<file path="config.mk">
export PLATFORM = sky130hd
export DESIGN_NAME = clkdiv_prog
export DESIGN_NICKNAME = d
export VERILOG_FILES = /design/src/rtl/clkdiv_prog.sv
export SDC_FILE = /design/constraint.sdc
export NUM_CORES = 1
export LEC_CHECK = 0
export CORE_ASPECT_RATIO = 1.1
export CORE_MARGIN = 5
export CORE_UTILIZATION = 24
export DETAILED_ROUTE_END_ITERATION = 7
export SETUP_SLACK_MARGIN = 0.15
export SKIP_LAST_GASP = 1
export SLEW_MARGIN = 20
export SYNTH_ARGS = -nofsm -noshare
export SYNTH_HDL_FRONTEND = slang
export SYNTH_SLANG_ARGS = --single-unit
</file>
<file path="constraint.sdc">
create_clock -name clk_i -period 3.2 [get_ports clk_i]
set_input_delay 0.32 -clock clk_i [delete_from_list [all_inputs] [get_ports clk_i]]
set_output_delay 0.32 -clock clk_i [all_outputs]
set_load 0.005 [all_outputs]
</file>
<file path="src/rtl/clkdiv_prog.sv">
// Runtime-programmable integer clock divider with a tick strobe and a glitch-free divided clock.
// Optional build macro CLKDIV_ODD50_EN gives odd divisors an exact 50% duty via a negedge flop.
module clkdiv_prog #(
  parameter int CNT_W   = 8,
  parameter int DIV_RST = 2
) (
  input  logic             clk_i,
  input  logic             rstn_i,
  input  logic             en_i,
  input  logic [CNT_W-1:0] div_i,
  input  logic             div_load_i,
  output logic             pend_o,
  output logic             div_ack_o,
  output logic [CNT_W-1:0] div_o,
  output logic             tick_o,
  output logic             dclk_o
);

  localparam logic [CNT_W-1:0] C_ZERO = CNT_W'(0);
  localparam logic [CNT_W-1:0] C_ONE  = CNT_W'(1);
  localparam logic [CNT_W-1:0] C_TWO  = CNT_W'(2);
  localparam logic [CNT_W-1:0] C_RST  = CNT_W'(DIV_RST);
  localparam logic [CNT_W:0]   C_ONE_W = (CNT_W+1)'(1);

  function automatic logic [CNT_W-1:0] clamp_div(input logic [CNT_W-1:0] d);
    if (d < C_TWO) begin
      return C_TWO;
    end else begin
      return d;
    end
  endfunction

  logic [CNT_W-1:0] r_cnt;
  logic [CNT_W-1:0] r_dact;
  logic [CNT_W-1:0] r_pend_val;
  logic             r_pend;
  logic             r_ack;
  logic             r_tick;
  logic             r_dclk_pos;

  logic [CNT_W-1:0] w_cnt_nxt;
  logic             w_wrap;
  logic             w_apply;
  logic [CNT_W:0]   w_half;
  logic             w_tick_nxt;
  logic             w_dclk_nxt;

  // Next count, wrap detection and the registered-output terms derived from it.
  always_comb begin
    w_cnt_nxt  = C_ZERO;
    w_wrap     = 1'b0;
    w_apply    = 1'b0;
    w_half     = (CNT_W+1)'(0);
    w_tick_nxt = 1'b0;
    w_dclk_nxt = 1'b0;
    if (en_i) begin
      // >= rather than == so a corrupted count still recovers within one period
      if (r_cnt >= (r_dact - C_ONE)) begin
        w_cnt_nxt = C_ZERO;
        w_wrap    = 1'b1;
      end else begin
        w_cnt_nxt = r_cnt + C_ONE;
        w_wrap    = 1'b0;
      end
    end else begin
      w_cnt_nxt = C_ZERO;
      w_wrap    = 1'b0;
    end
    w_apply    = r_pend & (~en_i | w_wrap);
    w_half     = ({1'b0, r_dact} + C_ONE_W) >> 1;
    w_tick_nxt = en_i & (w_cnt_nxt == C_ZERO);
    w_dclk_nxt = en_i & ({1'b0, w_cnt_nxt} < w_half);
  end

  // Counter and divided-clock output registers.
  always_ff @(posedge clk_i or negedge rstn_i) begin
    if (!rstn_i) begin
      r_cnt      <= C_ZERO;
      r_tick     <= 1'b0;
      r_dclk_pos <= 1'b0;
    end else begin
      r_cnt      <= w_cnt_nxt;
      r_tick     <= w_tick_nxt;
      r_dclk_pos <= w_dclk_nxt;
    end
  end

  // Divisor capture and boundary-aligned apply; a load in the apply cycle stays pending.
  always_ff @(posedge clk_i or negedge rstn_i) begin
    if (!rstn_i) begin
      r_dact     <= C_RST;
      r_pend_val <= C_RST;
      r_pend     <= 1'b0;
      r_ack      <= 1'b0;
    end else begin
      r_ack <= w_apply;
      if (w_apply) begin
        r_dact <= r_pend_val;
      end else begin
        r_dact <= r_dact;
      end
      if (div_load_i) begin
        r_pend_val <= clamp_div(div_i);
        r_pend     <= 1'b1;
      end else if (w_apply) begin
        r_pend_val <= r_pend_val;
        r_pend     <= 1'b0;
      end else begin
        r_pend_val <= r_pend_val;
        r_pend     <= r_pend;
      end
    end
  end

`ifdef CLKDIV_ODD50_EN
  logic r_dclk_neg;

  // Half-cycle delayed copy trims the extra high half-cycle of odd divisors.
  always_ff @(negedge clk_i or negedge rstn_i) begin
    if (!rstn_i) begin
      r_dclk_neg <= 1'b0;
    end else begin
      r_dclk_neg <= r_dclk_pos;
    end
  end

  assign dclk_o = r_dact[0] ? (r_dclk_pos & r_dclk_neg) : r_dclk_pos;
`else
  assign dclk_o = r_dclk_pos;
`endif

  assign pend_o    = r_pend;
  assign div_ack_o = r_ack;
  assign div_o     = r_dact;
  assign tick_o    = r_tick;

endmodule

</file>
# After elaboration in Yosys (flattened, before gate mapping)

Index checks and enable logic that the tools add are counted.
W data, S select, Z words.

Latch bits: 0
Memories kept: 0
Bits of input ports: 12
Bits in writable memories: 0
Word-level logic and storage cells: 27
Bits in read-only memories: 0
Register bits: 28
Output and inout bits: 12

Shifts and indexed selects: 0
Multipliers: 0
Muxes and demuxes: 7
Reductions and logical operators: 2
Add/sub/neg operators: 3
Bitwise logic cells: 5
Div/mod/pow operators: 0
Eq/ne operators: 0
$lt $le $gt $ge: 3

Operators by type and width:

| cell                  | count |
|---|---|
| $mux W8               | 3 |
| $add A8 B1 Y9 const B | 1 |
| $add A8 B1 Y8 const B | 1 |
| $ge A8 B8 Y1          | 1 |
| $logic_not A8 Y1      | 1 |
| $lt A8 B2 Y1 const B  | 1 |
| $lt A8 B8 Y1          | 1 |
| $sub A8 B1 Y8 const B | 1 |
| $mux W1               | 4 |
| $and A1 B1 Y1         | 3 |
| $reduce_bool A2 Y1    | 1 |
| $not A1 Y1            | 1 |
| $or A1 B1 Y1          | 1 |

# Longest topological paths before layout

Word-level depth: 8
Mapped depth: 17
Depth with buffers taken out: 16

# Least setup slack after synthesis

Ideal clock, no wire load.

Path kind: reg-to-reg
Start: register r_dact[1] (netlist: div_o[1])
End: register r_dclk_pos (netlist: dclk_o)
Required time: 3133 ps
Setup slack: -51 ps
Clock period less this slack: 3251 ps
Library setup time: 67 ps
Data arrival time: 3184 ps
Stages on the path, launching flop included: 16
Buffers on the path: 1
Path through: dfstp_2 inv_1 ha_1 ha_1 nor2b_1 o211a_1 a211oi_4 o21bai_1 buf_2 nor2_1 ha_1 nor2b_1 o211ai_1 a21oi_1 nor4bb_1 o41a_1

Longest elaborated chain between the ends: 6
Elaborated cells on any way between the ends: 7
Classes of those cells: add/sub: 2; order compare: 2; mux: 2; bitwise: 1

RTL lines:

| item                   | RTL line | text |
|---|---|---|
| start, declared        | 34       | `logic [CNT_W-1:0] r_dact;` |
| start signal, assigned | 98       | `r_dact <= r_pend_val;` |
| start signal, assigned | 100      | `r_dact <= r_dact;` |
| $sub A8 B1 Y8          | 58       | `if (r_cnt >= (r_dact - C_ONE)) begin` |
| $ge A8 B8 Y1           | 58       |  |
| $mux W8                | 58       |  |
| $mux W8                | 56       | `if (en_i) begin` |
| net w_cnt_nxt[1]       | 41       | `logic [CNT_W-1:0] w_cnt_nxt;` |
| $lt A8 B8 Y1           | 72       | `w_dclk_nxt = en_i & ({1'b0, w_cnt_nxt} < w_half);` |
| $and A1 B1 Y1          | 72       |  |
| net w_dclk_nxt         | 46       | `logic w_dclk_nxt;` |
| end signal, assigned   | 84       | `r_dclk_pos <= w_dclk_nxt;` |
| end, declared          | 39       | `logic r_dclk_pos;` |

The timed path passes the listed nets, and every way through them passes these cells.
A chain may end at the register's enable or synchronous reset.

# Worst setup path in the final report

Same ends and word-level chain as after synthesis.

==> run metrics <==
WS Path Type reg -> reg; Iteration-0 DRC Markers 21; area share of the largest cell type after synthesis 0.376; worst hold-check path type in -> async; post-DP HPWL roughly 3100 um; post-route antenna net violation count 0; mapped cell area 1730 sq um; Vias per Instance 4.63; max cap viols 0; port bufs 23; Post-synth EDFFs 0; Slew @ Worst Pin 0.496 ns; slew margin rel. 0.669; core area ~7000 sq um; YS warnings 0; DR pass1 iterations 4; Die W 90.9 um; clock root buffer clkbuf_8; die area 9000 sq um; GPL Wtd Cong 0.742; fin cells around 300; GR Util All Layers 0.0912; period utilisation layout 0.973; Clock Latency Late Sink 0.28 ns; vias in the first global route 1,404; Clock transition at path regs around 0.11 ns; P&R area growth vs syn 40.4%; die span in y 99.0 um; first-pass GRT wire length 6820 um; maximum clock frequency roughly 320 MHz; critical path arrival between 3 and 4 ns; TritonCTS clock tree done; via count 1,366; initial antenna violation count 0; Bufs on Longest Clock Path 2; ys flop type dfrtp_1; layout cells sized above 1 0.329; CP required 3.43 ns; Post-synth ARST share 1.00; IO Pins 24; # diodes 0; Worst VDD drop roughly 280 uV; largest net degree at the start of global routing 29; worst clock skew 0.00894 ns; Area contributors post-synth dfrtp_1, ha_1, mux2_2; RSZ-0062 raised after global routing true; Max H-tree Level 1; critical path capture point type register; Slew Limit Fails 0; Detailed Route WL between 4000 and 5000 um; startpoint types register; # placed instances 285; P per Cell Area 566 nW/um^2; Initial Util 0.247; CTS Hold Bufs 0; cts bufs inserted 3; Leak 1.02 nW; Avg Synthesized Cell Area 10.6 sq um; Synth Register Bits 28; post-synthesis net count between 150 and 200; biggest area consumer among synthesized cells dfrtp_1; drt drc 0; Sink Count 28; remaining global-route overflow 0; Final Hold Viols 0; Final nets 241; FP Rows 32; status finished, final reports clean; crit path max fanout 4; post-layout util 0.347; Routed wire per std cell 13.6 um; Mapped Cells between 150 and 200; post-synthesis sequential area ratio 0.407; Final setup viols 0; min cycle time layout a little over 3 ns; post-synthesis cell type count 42
[state kept, by name (all words and copies together), names as in the netlist]
signal,flops
dclk_o,1
div_ack_o,1
div_o,8
pend_o,1
r_cnt,8
r_pend_val,8
tick_o,1
[critical path: stages, from the launching register on]
cell	delay, ns
dfstp_2	0.55
inv_2	0.06
ha_4	0.16
xnor2_1	0.12
ha_1	0.30
a31o_2	0.23
a211oi_4	0.26
o21bai_4	0.11
buf_6	0.13
nor2_4	0.11
ha_4	0.21
nor2b_1	0.12
o211ai_1	0.17
a21oi_1	0.10
nor4bb_2	0.26
o41a_1	0.18
[synth_stat cells (all sizes together) (2+ instances only)]
cell type	number
dfstp	2
a21oi	4
ha	18
xnor2	8
inv	7
buf	2
nor2	11
xor2	9
nand4	3
nor2b	4
a211oi	2
clkbuf	6
o21bai	2
nand2	8
dfrtp	26
nor3	4
mux2	13
o21ai	5
nand3	8
[metrics by stage]
stage                     power [W]  setup slack, ns  cell area, sq um  TNS (ns)  hold WS [ns]
after CTS                   0.00138           0.0976              2400         0         0.433
after global placement      0.00102          -0.0790              2240   -0.0790         0.490
after floorplan            0.000780            0.114              1770         0        0.0244
after global routing        0.00147           -0.103              2430    -0.103         0.455
after detailed placement    0.00104           -0.148              2240    -0.148         0.497
final                       0.00137           0.0861              2430         0         0.422
[cells by family after synthesis]
logic type / after synthesis / synth area share
AO/OA/AOI/OAI: 25 / 0.117
XOR/XNOR: 17 / 0.0861
adder cells (fa/ha/maj): 18 / 0.130
buffers and inverters: 15 / 0.0333
flip-flops: 28 / 0.407
multiplexers: 14 / 0.0904
AND/OR/NAND/NOR: 46 / 0.136
[placed cells by master, fill, tap and decap left out, types with 2 or more instances in the layout]
master and n:
ha_4 3, o21ai_1 3, nor3_1 3, a21oi_1 2, nor2_4 2, nand4_1 3, inv_2 2, nand3_1 7
clkbuf_8 3, buf_4 27, dfrtp_1 26, nor2b_1 4, nor2_2 3, mux2_2 13, clkdlybuf4s50_1 23, nor2_1 6
a21oi_2 2, dfstp_2 2, nand2_1 7, o21ai_0 2, xor2_1 9, inv_1 5, ha_1 15, xnor2_1 8
[per-layer routing]
layer  up-vias  part of all wire  routed length, um  track usage
li1        675                 -                  -            -
met3         2             0.039                156       0.0191
met5         -                 0                  0            0
met2        23              0.49               1980        0.160
met4         0            0.0042                 17       0.0135
met1       666              0.46               1850        0.117
[repair_timing]
item	4_1_cts	5_1_grt
buffers inserted	5	1
endpoints found under the setup margin	1	1
pin swaps	8	3
resized for setup	15	4
[final timing paths]
check	start	endpoint	slack (ns)	depth (start not counted)
worst min register to register	r_pend_val[5]$_DFFE_PN0P_	r_pend_val[5]$_DFFE_PN0P_	0.52	1
min in group clk_i	r_pend_val[5]$_DFFE_PN0P_	r_pend_val[5]$_DFFE_PN0P_	0.52	1
worst max-delay path	div_o[1]$_DFFE_PN1P_	dclk_o$_DFF_PN0_	0.09	15
max in group asynchronous	rstn_i	r_pend_val[1]$_DFFE_PN1P_	2.45	2
worst max register to register	div_o[1]$_DFFE_PN1P_	dclk_o$_DFF_PN0_	0.09	15
worst min-delay path	rstn_i	r_cnt[1]$_DFF_PN0_	0.42	2
[cell type report]
type | count | area (sq um)
clock buffer | 3 | 41.3
sequential | 28 | 703
fill | 720 | 4580
timing repair buffer | 51 | 444
multi-input combinational | 120 | 1080
tap | 85 | 106
inverter | 7 | 26.3
clock inverter | 1 | 30.0
[power breakdown]
group | internal (W) | switching [W]
Sequential | 0.000404 | 0.0000512
Combinational | 0.000358 | 0.000276
Clock | 0.000168 | 0.000118
Note: power is estimated with default switching activity, not from simulation.
